===== config.mk =====
export PLATFORM = sky130hd
export DESIGN_NAME = fibo_controller
export DESIGN_NICKNAME = d
export VERILOG_FILES = /design/src/rtl/fibo_controller.sv
export SDC_FILE = /design/constraint.sdc
export NUM_CORES = 1
export LEC_CHECK = 0
export ABC_CLOCK_PERIOD_IN_PS = 1700
export CAP_MARGIN = 10
export CORE_ASPECT_RATIO = 0.5
export CORE_UTILIZATION = 40
export CTS_BUF_LIST = sky130_fd_sc_hd__clkbuf_8
export DETAILED_ROUTE_END_ITERATION = 6
export PLACE_DENSITY = 0.66
export SYNTH_ARGS = -nofsm -noshare
export SYNTH_HDL_FRONTEND = slang
export SYNTH_SLANG_ARGS = --single-unit

===== constraint.sdc =====
create_clock -name clk -period 1.7 [get_ports clk]
set_input_delay 0.34 -clock clk [delete_from_list [all_inputs] [get_ports clk]]
set_output_delay 0.34 -clock clk [all_outputs]
set_load 0.05 [all_outputs]

===== src/rtl/fibo_controller.sv =====
// Control FSM sequencing a 4-entry register-file datapath through the first n Fibonacci terms.
// Optional FIBO_STEP_EN adds a step input that gates each READ->WRITE advance.
module fibo_controller #(
   parameter int unsigned      size    = 4,
   parameter logic [size-2:0]  OP_PASS = 3'b001,
   parameter logic [size-2:0]  OP_ADD  = 3'b110
) (
   input  logic              clk,
   input  logic              reset,
   input  logic              start,
   input  logic [size-1:0]   n,
   input  logic              zero_flag,
`ifdef FIBO_STEP_EN
   input  logic              step,
`endif
   output logic [size-3:0]   wrt_addr,
   output logic              wrt_en,
   output logic              load_data,
   output logic [size-3:0]   rd_addr1,
   output logic [size-3:0]   rd_addr2,
   output logic [size-2:0]   alu_opcode,
   output logic [size-1:0]   count,
   output logic              busy,
   output logic              done,
   output logic              result_zero
);

   localparam int unsigned AW = size - 2;

   localparam logic [AW-1:0]   ADDR_ZERO = '0;
   localparam logic [AW-1:0]   ADDR_ONE  = AW'(1'b1);
   localparam logic [AW-1:0]   WP_START  = AW'(2'd2);
   localparam logic [size-1:0] CNT_ZERO  = '0;
   localparam logic [size-1:0] CNT_ONE   = size'(1'b1);
   localparam logic [size-1:0] CNT_TWO   = size'(2'd2);

   typedef enum logic [2:0] {
      IDLE  = 3'd0,
      LOAD0 = 3'd1,
      LOAD1 = 3'd2,
      READ  = 3'd3,
      WRITE = 3'd4,
      DONE  = 3'd5
   } state_t;

   state_t            state_r;
   state_t            next_state_s;
   logic [AW-1:0]     wp_r;
   logic [AW-1:0]     last_addr_r;
   logic [AW-1:0]     n_lo_r;
   logic [size-1:0]   rem_r;

   logic [AW-1:0]     wrt_addr_s;
   logic              wrt_en_s;
   logic              load_data_s;
   logic [AW-1:0]     rd_addr1_s;
   logic [AW-1:0]     rd_addr2_s;
   logic [size-2:0]   alu_opcode_s;
   logic [size-1:0]   count_s;
   logic              busy_s;
   logic              done_s;

   // State register plus the run bookkeeping (write pointer, remaining adds, last address, zero flag)
   always_ff @(posedge clk) begin
      if (reset) begin
         state_r     <= IDLE;
         wp_r        <= WP_START;
         rem_r       <= CNT_ZERO;
         last_addr_r <= ADDR_ZERO;
         n_lo_r      <= ADDR_ZERO;
         result_zero <= 1'b0;
      end else begin
         state_r <= next_state_s;
         case (state_r)
            IDLE: begin
               if (start && (n != CNT_ZERO)) begin
                  rem_r       <= (n > CNT_TWO) ? (n - CNT_TWO) : CNT_ZERO;
                  n_lo_r      <= n[AW-1:0];
                  wp_r        <= WP_START;
                  result_zero <= 1'b0;
               end
            end
            LOAD1: begin
               if (rem_r == CNT_ZERO) begin
                  last_addr_r <= n_lo_r - ADDR_ONE;
               end
            end
            WRITE: begin
               // zero_flag here reflects the sum currently presented on the read addresses
               result_zero <= result_zero | zero_flag;
               wp_r        <= wp_r + ADDR_ONE;
               last_addr_r <= wp_r;
               if (rem_r != CNT_ZERO) begin
                  rem_r <= rem_r - CNT_ONE;
               end
            end
            default: ;
         endcase
      end
   end

   // Next-state decode
   always_comb begin
      next_state_s = state_r;
      case (state_r)
         IDLE: begin
            if (start) begin
               next_state_s = (n == CNT_ZERO) ? DONE : LOAD0;
            end else begin
               next_state_s = IDLE;
            end
         end
         LOAD0:   next_state_s = LOAD1;
         LOAD1:   next_state_s = (rem_r == CNT_ZERO) ? DONE : READ;
`ifdef FIBO_STEP_EN
         READ:    next_state_s = step ? WRITE : READ;
`else
         READ:    next_state_s = WRITE;
`endif
         WRITE:   next_state_s = (rem_r <= CNT_ONE) ? DONE : READ;
         DONE:    next_state_s = IDLE;
         default: next_state_s = IDLE;
      endcase
   end

   // Output decode from the current state
   always_comb begin
      wrt_addr_s   = ADDR_ZERO;
      wrt_en_s     = 1'b0;
      load_data_s  = 1'b0;
      rd_addr1_s   = last_addr_r;
      rd_addr2_s   = ADDR_ZERO;
      alu_opcode_s = OP_PASS;
      count_s      = CNT_ZERO;
      busy_s       = 1'b1;
      done_s       = 1'b0;
      case (state_r)
         IDLE: busy_s = 1'b0;
         LOAD0, LOAD1: begin
            wrt_en_s    = 1'b1;
            load_data_s = 1'b1;
            wrt_addr_s  = (state_r == LOAD1) ? ADDR_ONE : ADDR_ZERO;
            rd_addr1_s  = ADDR_ZERO;
            count_s     = CNT_ONE;
         end
         READ, WRITE: begin
            rd_addr1_s   = wp_r - ADDR_ONE;
            rd_addr2_s   = wp_r - WP_START;
            alu_opcode_s = OP_ADD;
            count_s      = rem_r;
            wrt_addr_s   = wp_r;
            wrt_en_s     = (state_r == WRITE);
         end
         DONE:    done_s = 1'b1;
         default: busy_s = 1'b0;
      endcase
   end

   // Output register; the datapath therefore sees each state's controls one cycle later
   always_ff @(posedge clk) begin
      if (reset) begin
         wrt_addr   <= ADDR_ZERO;
         wrt_en     <= 1'b0;
         load_data  <= 1'b0;
         rd_addr1   <= ADDR_ZERO;
         rd_addr2   <= ADDR_ZERO;
         alu_opcode <= OP_PASS;
         count      <= CNT_ZERO;
         busy       <= 1'b0;
         done       <= 1'b0;
      end else begin
         wrt_addr   <= wrt_addr_s;
         wrt_en     <= wrt_en_s;
         load_data  <= load_data_s;
         rd_addr1   <= rd_addr1_s;
         rd_addr2   <= rd_addr2_s;
         alu_opcode <= alu_opcode_s;
         count      <= count_s;
         busy       <= busy_s;
         done       <= done_s;
      end
   end

endmodule


==> out/results.txt <==
Hold buffer count at CTS -> 0
Cell Pwr Density -> 1620 mW/mm^2
Final Util -> 0.601
Fin. Hold Viols -> 0
Final ANT Viol Nets -> 0
Cell area after synthesis -> 0.00139 mm^2
Crit-path max FO -> 6
Buf/Inv on CP -> 2
Initial Utilization -> 0.440
Slowest-stage cell, CP -> clkdlybuf4s50_1
Crit end category -> flip-flop
YS warnings -> 0
Most common cell after layout, fill and taps aside -> buf_4
Hold Path Class -> flip-flop to flip-flop
CP Depth -> 6
Post-synth EDFFs -> 0
Total track usage -> 0.185
Clock buffer count from CTS -> 5
Setup crit start kind -> primary input
Worst slew pin tran -> 0.432 ns
Hold path depth -> 2
VDD IR-drop max -> 1.02 mV
Clk slew on worst S/H paths -> 0.06 ns
Placeable Area -> 0.00315 mm^2
Fmax -> 612 MHz
Most frequent CP cell -> nand2_1
# port buffers -> 25
Most frequent cells in the layout -> buf_4, dfxtp_1, nor2_1
Share of cells above drive strength 1 -> 0.310
Drc violations -> 0
Net count after synthesis -> 163
Final clock skew -> 0.00692 ns
CTS tree -> done
Final net count -> 210
Die Span Y -> 43.6 um
Routed wire length per instance -> 12.7 um
Fin area -> 0.00190 mm^2
Worst hold slack -> 0.486 ns
Max Cap Viol -> 0
Ys async rst share -> 0
Max_slew headroom -> 0.712
IO Pins -> 26
Cells on worst reg2reg path -> 5
Slew Limit Fails -> 0
Tcrit/Tclk final -> 0.962
Drt total wl -> 3.06 mm
DP Area -> 0.00177 mm^2
Setup ws final -> 0.0648 ns
Average size of a mapped cell -> 9.13 um^2
#FFs+latches synth -> 30
GPL Wtd Cong -> 0.780
Root Buffer -> clkbuf_8
Die area -> 0.00372 mm^2
DR vias/cell -> 4.94
Area grow syn2layout -> 36.6%
Crit-path leading delay family -> buffers and inverters
Via count -> 1,186
DP HPWL -> 2.35 mm
Synth top area share -> 0.433
Post-Syn Instances -> 152
Seq/Total Area, Yosys -> 0.433
Clk sink count -> 30
Grt ovf -> 0
Cell taking the most area after synthesis -> dfxtp_1
Crit path largest cell delay -> 0.49 ns
Number of library cell types mapped by synthesis -> 45
Initial antenna violation count -> 0
Crit path kind -> primary input to flip-flop
Most area-consuming cells after synthesis -> dfxtp_1, nor2_1, a21oi_1, nor3_1, a211oi_1
# rows -> 14
Commonest register cell after synthesis -> dfxtp_1
Vias in the first global route -> 1,041
Global-route wire length before repair -> 5.06 mm
DP Worst Slack -> -0.317 ns
Setup Viol. Count Final -> 0
Worst Path Arrival -> 1.86 ns
First drt pass iteration count -> 4
CTS Buffer Depth -> 2
Unrepaired setup endpoints after global routing -> false
WP data required -> 1.92 ns
Largest net degree at the start of global routing -> 12
Antenna diodes -> 0
Die width -> 85.3 um
H-tree depth -> 2
Worst path cell trace -> clkdlybuf4s50_1 -> nor4b_4 -> buf_4 -> nand2_1 -> a2111o_1 -> nand2_1
Initial DRC Count -> 58
Status -> complete, no violations
Leakage -> 0.866 nW
Total power -> 3.07 mW
Min Clock Period, post-route -> 1.64 ns
Worst-skew pair later-pin latency -> 0.28 ns
## kinds of logic after synthesis
family	count (synthesis)	share of synthesized area
adders and majority gates	3	0.0271
buffers and inverters	16	0.0514
AOI/OAI and AO/OA	42	0.219
muxes	1	0.00721
xor gates and xnor gates	5	0.0316
and+or+nand+nor	55	0.231
DFF	30	0.433
## path summary, 6_finish.rpt
kind	startpoint	endpoint	slack, ns
worst max register to register	state_r[2]	rd_addr2[0]	0.10
worst min register to register	last_addr_r[0]	last_addr_r[0]	0.49
worst max-delay path	start	state_r[2]	0.06
worst min-delay path	last_addr_r[0]	last_addr_r[0]	0.49
## cell type report
cell class	instances	area, um^2
multi-input cells	106	729
flip-flops and latches	30	602
well taps	40	50.0
inverters	7	26.3
fillers	297	1260
repair buffers	49	393
clock inverters	2	12.5
clock buffers	6	82.6
## cells in the mapped netlist (all sizes together), types with 4 or more instances
library cell and count:
nor2 15, a21oi 11, nand2 8, o21ai 5
dfxtp 30, nor3 8, clkbuf 5, and2 5
a211oi 6, buf 4, inv 7, nor2b 4
## sequential cells by signal, indices dropped and copies added, names as in the netlist, 2 cells and up
name	flops
n_lo_r	2
count	4
rd_addr1	2
rem_r	4
state_r	3
rd_addr2	2
wp_r	2
last_addr_r	2
alu_opcode	2
wrt_addr	2
## per-stage QoR
stage | std cells | setup TNS (ns)
finish | 240 | 0
global route | 240 | 0
CTS | 239 | 0
detailed placement | 231 | -2.02
global placement | 231 | -1.84
floorplan | 152 | 0
## report_power, final
part / leakage (nW) / switching [mW] / internal [mW]
registers: 0.245 / 0.132 / 0.858
logic: 0.573 / 0.834 / 0.660
clock network: 0.0472 / 0.261 / 0.325
## per-layer routing
layer,track usage,part of all wire,up-vias
li1,-,-,634
met1,0.279,0.57,525
met2,0.253,0.38,25
met3,0.0629,0.047,2
met4,0.0400,0.0026,0
met5,0,0,-
## worst min-delay path, stage by stage, from the launching register on
cell and delay, ns:
dfxtp_1 0.31, nand2b_1 0.07, mux2i_1 0.06
## repair_timing
| item | CTS | global route |
|---|---|---|
| resized for setup | 2 | 8 |
| buffers inserted | 0 | 1 |
| setup endpoints to repair | 3 | 8 |
| pin swaps | 1 | 3 |
| endpoints found under the hold margin | 0 | 0 |
(Power assumes the default switching activity.)
